--- config.mk ---
export PLATFORM = sky130hd
export DESIGN_NAME = shift_sequencer
export DESIGN_NICKNAME = d
export VERILOG_FILES = /design/src/rtl/shift_sequencer.sv
export SDC_FILE = /design/constraint.sdc
export NUM_CORES = 1
export LEC_CHECK = 0
export BUFFER_PORTS_ARGS = -buffer_cell sky130_fd_sc_hd__buf_2
export CORE_UTILIZATION = 40
export DETAILED_ROUTE_END_ITERATION = 6
export PLACE_DENSITY = 0.74
export SLEW_MARGIN = 0
export SYNTH_ARGS = -nofsm -noshare
export SYNTH_HDL_FRONTEND = slang
export SYNTH_SLANG_ARGS = --single-unit
--- constraint.sdc ---
create_clock -name clk -period 2.45 [get_ports clk]
set_input_delay 0.245 -clock clk [delete_from_list [all_inputs] [get_ports clk]]
set_output_delay 0.245 -clock clk [all_outputs]
set_load 0.05 [all_outputs]
--- src/rtl/shift_sequencer.sv ---
// shift_sequencer: bit-serial SLL/SRL/SRA unit with start/done handshake, one shift per clock
module shift_sequencer #(
  parameter int WIDTH   = 32,
  parameter int SHAMT_W = 5
) (
  input  logic               clk,
  input  logic               rst_n,
  input  logic               start,
  input  logic [1:0]         op,
  input  logic               var_sel,
  input  logic [SHAMT_W-1:0] sa,
  input  logic [SHAMT_W-1:0] rs_low,
  input  logic [WIDTH-1:0]   operand,
  output logic [WIDTH-1:0]   result,
  output logic               busy,
  output logic               done,
  output logic               ready
);
  typedef enum logic [1:0] {IDLE, RUN, DONE} state_t;
  state_t state, state_nxt;
  logic [WIDTH-1:0] acc, shifted;
  logic [SHAMT_W-1:0] cnt;
  logic [1:0] op_r;
  logic accept;
  assign busy   = (state == RUN);
  assign done   = (state == DONE);
  assign ready  = ~busy;
  assign accept = ready & start;
  // op 11 falls through to the right-shift path with zero fill, i.e. SRL
  assign shifted = (op_r == 2'b00) ? {acc[WIDTH-2:0], 1'b0}
                                   : {(op_r == 2'b10) ? acc[WIDTH-1] : 1'b0, acc[WIDTH-1:1]};
  always_comb begin
    state_nxt = busy ? ((cnt == '0) ? DONE : RUN) : (start ? RUN : IDLE);
  end
  always_ff @(posedge clk or negedge rst_n) begin
    if (!rst_n) state <= IDLE;
    else        state <= state_nxt;
  end
  always_ff @(posedge clk or negedge rst_n) begin
    if (!rst_n) begin
      acc    <= '0;
      cnt    <= '0;
      op_r   <= '0;
      result <= '0;
    end else if (accept) begin
      acc  <= operand;
      cnt  <= var_sel ? rs_low : sa;
      op_r <= op;
    end else if (busy) begin
      if (cnt != '0) begin
        acc <= shifted;
        cnt <= cnt - 1'b1;
      end else begin
        result <= acc;
      end
    end
  end
endmodule

==> results of run 1 <==
worst register-to-register path: stages (launching register included):
cell	delay [ns]
dfrtp_1	0.55
nor2_2	0.91
a2111oi_0	0.32
o31ai_1	0.29
report_power, final:
group	internal (mW)	switching [mW]	total (mW)
Clock	0.500	0.479	0.979
Sequential	1.85	0.551	2.40
Combinational	1.53	2.62	4.15
cells in the mapped netlist (2+ instances only):
cell / count
nand2b_1: 2
a2111oi_0: 29
o21a_1: 30
mux2_2: 35
o21ai_0: 3
nand3_1: 33
dfrtp_1: 73
buf_6: 3
clkbuf_2: 2
buf_2: 11
clkbuf_1: 21
a21oi_2: 3
nor2b_1: 2
mux2i_1: 6
inv_1: 6
a21oi_1: 27
o221ai_1: 3
o31ai_1: 29
nor2_1: 5
or3_1: 2
buf_4: 3
cell type report:
cell class | count | area, µm² | area share
Tap cell | 129 | 161 | 0.0358
Clock buffer | 10 | 138 | 0.0306
Sequential cell | 73 | 1830 | 0.406
Clock inverter | 6 | 66.3 | 0.0147
Multi-Input combinational cell | 228 | 1770 | 0.393
Timing Repair Buffer | 94 | 515 | 0.114
Inverter | 7 | 26.3 | 0.00583
cells by family after synthesis:
kind of cell,count (synthesis)
AOI/OAI and AO/OA,133
DFF,73
and+or+nand+nor,53
buffers and inverters,48
muxes,41
adders and majority gates,1
registers in the layout (all words and copies together) (netlist names):
name,count
acc,32
cnt,5
op_r,2
result,32
state,2
metrics by stage:
stage | hold slack [ns] | utilization | power, mW | cells
2_1_floorplan | -0.0506 | - | 5.64 | 349
3_3_place_gp | 0.434 | 0.465 | 6.39 | 531
3_5_place_dp | 0.456 | 0.465 | 6.54 | 531
4_1_cts | 0.0681 | 0.487 | 7.53 | 547
5_1_grt | 0.115 | 0.487 | 8.02 | 547
6_report | 0.0233 | 0.487 | 7.53 | 547
path summary, 6_finish.rpt:
path	from	end	slack [ns]
min in group clk	op[0]	op_r[0]	0.12
max	op_r[1]	acc[11]	0.27
min reg2reg	result[9]	result[9]	0.50
min	rst_n	result[1]	0.02
max in group asynchronous	rst_n	acc[30]	1.81
max reg2reg	op_r[1]	acc[11]	0.27
layer usage:
metal | wire length [µm] | track usage | up-vias | part of all wire
li1 | - | - | 1484 | -
met1 | 4420 | 0.276 | 1548 | 0.46
met2 | 4240 | 0.289 | 135 | 0.44
met3 | 636 | 0.0436 | 22 | 0.067
met4 | 228 | 0.0939 | 0 | 0.024
met5 | 0 | 0 | - | 0
==> results.py, run 1 <==
metrics = {
    "die": {
        "die_area_um2": 9940,
        "fp.coreArea_um2": 9240,
        "initial_utilization": 0.413,
        "rows": 35,
        "fp.dieH_um": 99.7,
        "die_w_um": 99.7,
        "io_pins": 83,
    },
    "setup_path": {
        "cp_slowest_stage_delay_ns": 0.91,
        "slowest_stage": "nor2_2",
        "crit_family": "simple AND/OR/NAND/NOR gates",
        "crit_type": "flop to flop",
        "required_ns": 2.69,
        "cp_num_cells": 3,
        "path_buf_inv": 0,
        "crit_arrival_ns": 2.42,
        "cp-end-kind": "flop",
        "critPathLaunchType": "flop",
        "ff2ff_path_depth": 3,
        "crit_fanout": 30,
        "crit_chain": "nor2_2 > a2111oi_0 > o31ai_1",
    },
    "cts": {
        "clock_path_buffers": 2,
        "cts_resized": 0,
        "cts_buffers": 9,
        "cts_sinks": 73,
        "htree_num_levels": 3,
        "cts_setup_buffers": 0,
        "clk_pin_slew_ns": 0.08,
        "cts_tree": "built",
        "ctsRootBufferMaster": "clkbuf_8",
        "cts_hold_buf": 0,
        "clock_latency_ns": 0.36,
    },
    "synthesis": {
        "synth_top_family_by_area": "compound AO/OA/AOI/OAI gates",
        "synth_compound_area_frac": 0.260,
        "ys_ff_latch": 73,
        "yosysSeqAreaShare": 0.478,
        "synth.top_cell.area_share": 0.478,
        "avgSynthCellArea_um2": 10.9,
        "synth_ff_type": "dfrtp_1",
        "synth-xor-area-share": 0,
        "synthDistinctLibCells": 42,
        "synth_fa_ha_area_frac": 0.00328,
        "synthesis.area_um2": 3820,
        "synth_top_cell_by_area": "dfrtp_1",
        "yosys-top-cells-area": "dfrtp_1 48%, mux2_2 10%, a2111oi_0 6.7%",
        "syn_inst": 349,
        "yosys.area_share.simple": 0.0793,
        "ys_async_sr_fraction": 1.00,
        "ys_warn_count": 0,
        "synthMuxAreaShare": 0.119,
        "synth_edf_count": 0,
        "syn_nets": 398,
    },
    "finish": {
        "area_growth_pct": 17.9,
        "final_cell_mix": "81 x buf_2, 73 x dfrtp_1, 35 x mux2_2",
        "fillerInstances": 863,
        "layout-drive-gt1-share": 0.376,
        "layout_commonest_cell": "buf_2",
        "final_area_um2": 4500,
        "num_antenna_cells": 0,
        "nNetsFinal": 462,
    },
    "global_routing": {
        "grt_start_max_net_pins": 74,
        "antenna_found_initial": 0,
        "grt_usage": 0.197,
        "grt_first_pass_wirelength_um": 15200,
        "first_global_vias": 3022,
        "overflow": 0,
    },
    "routing": {
        "via_count": 3189,
        "finalWirelength_um": 9520,
        "drtPass1Iterations": 5,
        "viasPerCell": 5.83,
        "detail-route-antenna-nets": 0,
        "route.detailed.drc": 0,
        "drt_iter0_markers": 192,
        "routedWlPerCell_um": 17.4,
    },
    "placed_design": {
        "routabilityCongestion": 0.749,
        "port_buffers": 82,
        "dpl_cell_area_um2": 4300,
        "dp_hpwl_um": 6110,
        "dp_slack_ns": 0.353,
    },
    "pwr": {
        "power.density_nw_per_um2": 1670,
        "ir_drop_mv": 0.691,
        "p_leak_nw": 1.93,
    },
    "timing": {
        "skew_ns": 0.0129,
        "period_share": 0.889,
        "setup-tns-final_ns": 0,
        "drv_slew": 0,
        "finalSetupViolCount": 0,
        "fin_crit_ns": 2.18,
        "fmax_mhz": 459,
        "slew_headroom": 0.278,
        "hold_viol": 0,
        "rsz0062_at_grt": "false",
        "timing.final.ws_setup_ns": 0.271,
        "tightest_slew_ns": 1.08,
    },
    "min_path": {
        "hp-class": "input port to asynchronous set/reset pin",
    },
    "flow_run": {
        "cap_violations": 0,
    },
    "run_status": {
        "outcome": "completed",
    },
}
Power figures use the tool's default switching activity.
==> run 2: changes to the inputs <==
- GPL_TIMING_DRIVEN: not set -> 1
- clock period: 2.45 -> 2.8 ns (I/O delays scaled with it)
==> run 2 against run 1 <==
  * Cell count fell by 0.37%
  * Sequential power shrank 13%
  * Maximum frequency increased by 0.40%
==> results.py, run 2 (same netlist as run 1, synthesis figures left out) <==
metrics = {
    "timing": {
        "fin_crit_ns": 2.17,
        "setup-tns-final_ns": 0,
        "tightest_slew_ns": 1.04,
        "finalSetupViolCount": 0,
        "slew_headroom": 0.303,
        "fmax_mhz": 461,
        "skew_ns": 0.0100,
        "drv_slew": 0,
        "hold_viol": 0,
        "period_share": 0.775,
        "rsz0062_at_grt": "false",
    },
    "routing": {
        "finalWirelength_um": 9190,
        "detail-route-antenna-nets": 0,
        "viasPerCell": 5.83,
        "via_count": 3178,
        "drt_iter0_markers": 194,
        "routedWlPerCell_um": 16.9,
        "route.detailed.drc": 0,
        "drtPass1Iterations": 4,
    },
    "setup_path": {
        "required_ns": 3.07,
        "crit_fanout": 22,
        "crit_type": "flop to flop",
        "critPathLaunchType": "flop",
        "cp-end-kind": "flop",
        "crit_arrival_ns": 2.44,
    },
    "run_status": {
        "outcome": "completed",
    },
    "pwr": {
        "power.density_nw_per_um2": 1500,
        "p_sw_mw": 3.14,
        "combPwrFrac": 0.526,
        "switching_share": 0.455,
        "ir_drop_mv": 0.475,
        "p_leak_nw": 1.97,
        "pwr-share-seq": 0.301,
        "p_int_mw": 3.76,
        "clkPwrFrac": 0.173,
        "finalPower_mw": 6.90,
    },
    "placed_design": {
        "dp_hpwl_um": 5940,
        "port_buffers": 82,
        "routabilityCongestion": 0.787,
    },
    "die": {
        "io_pins": 83,
        "die_w_um": 99.7,
        "rows": 35,
        "fp.coreArea_um2": 9240,
        "die_area_um2": 9940,
        "initial_utilization": 0.413,
        "fp.dieH_um": 99.7,
    },
    "cts": {
        "cts_tree": "built",
        "cts_sinks": 73,
        "cts_setup_buffers": 0,
        "cts_resized": 0,
        "cts_buffers": 9,
        "clock_path_buffers": 2,
        "ctsRootBufferMaster": "clkbuf_8",
        "cts_hold_buf": 0,
        "htree_num_levels": 3,
        "clock_latency_ns": 0.36,
        "clk_pin_slew_ns": 0.08,
    },
    "finish": {
        "reg_top3": "acc (32), result (32), cnt (5)",
        "area_growth_pct": 20.2,
        "final_cell_mix": "81 x buf_2, 73 x dfrtp_1, 35 x mux2_2",
        "regArea_um2": 1830,
        "multi_input_area_um2": 1770,
        "layout_commonest_cell": "buf_2",
        "layout-drive-gt1-share": 0.370,
        "nNetsFinal": 460,
        "num_antenna_cells": 0,
        "fillerInstances": 859,
    },
    "global_routing": {
        "grt_start_max_net_pins": 74,
        "grt_first_pass_wirelength_um": 15400,
        "first_global_vias": 3002,
        "overflow": 0,
        "antenna_found_initial": 0,
        "grt_usage": 0.199,
    },
    "min_path": {
        "hp-class": "input port to asynchronous set/reset pin",
    },
    "flow_run": {
        "cap_violations": 0,
    },
}
-- run 2: cell type report --
class / instances / share of cell area
sequential: 73 / 0.398
clock buffer: 11 / 0.0308
timing repair buffer: 92 / 0.112
tap: 129 / 0.0352
multi-input combinational: 228 / 0.386
clock inverter: 5 / 0.0327
inverter: 7 / 0.00573
-- run 2: metrics by stage --
| step | hold WS (ns) | cells | utilization | cell area [µm²] | setup slack (ns) |
|---|---|---|---|---|---|
| 3_3_place_gp | 0.469 | 529 | 0.465 | 4300 | 0.743 |
| 2_1_floorplan | -0.0156 | 349 | - | 3820 | 1.10 |
| 6_report | 0.0745 | 545 | 0.497 | 4590 | 0.630 |
| 3_5_place_dp | 0.479 | 529 | 0.465 | 4300 | 0.656 |
| 4_1_cts | 0.0942 | 545 | 0.497 | 4590 | 0.649 |
| 5_1_grt | 0.138 | 545 | 0.497 | 4590 | 0.510 |
-- run 2: worst paths after layout --
path                                   from    endpoint  slack (ns)  cells after the start
worst max register to register       cnt[0]     acc[31]        0.63                      6
worst max-delay path                 cnt[0]     acc[31]        0.63                      6
worst min-delay path                  rst_n      acc[4]        0.07                      1
min in group clk                operand[24]     acc[24]        0.16                      3
max in group asynchronous             rst_n  result[16]        2.14                      1
worst min register to register    result[7]   result[7]        0.50                      1
-- run 2: routing by layer --
metal	part of all wire	vias up	GRT usage
met5	0	-	0
met4	0.0082	0	0.0588
met3	0.083	10	0.0632
met2	0.44	138	0.298
met1	0.47	1553	0.276
li1	-	1477	-
-- run 2: worst max-delay path: stages (launching register included) --
cell and delay, ns:
dfrtp_1 0.38, inv_1 0.09, ha_1 0.23, or4b_1 0.67, buf_4 0.32, o211a_1 0.17, o31ai_2 0.21
-- run 2: power groups by stage --
stage | Combinational [mW] | Clock [mW] | Sequential (mW)
final | 3.63 | 1.19 | 2.08
after global routing | 3.95 | 1.26 | 2.17
after CTS | 3.64 | 1.21 | 2.08
after detailed placement | 3.62 | 0 | 2.10
after global placement | 3.52 | 0 | 2.08
after floorplan | 2.21 | 0 | 2.73
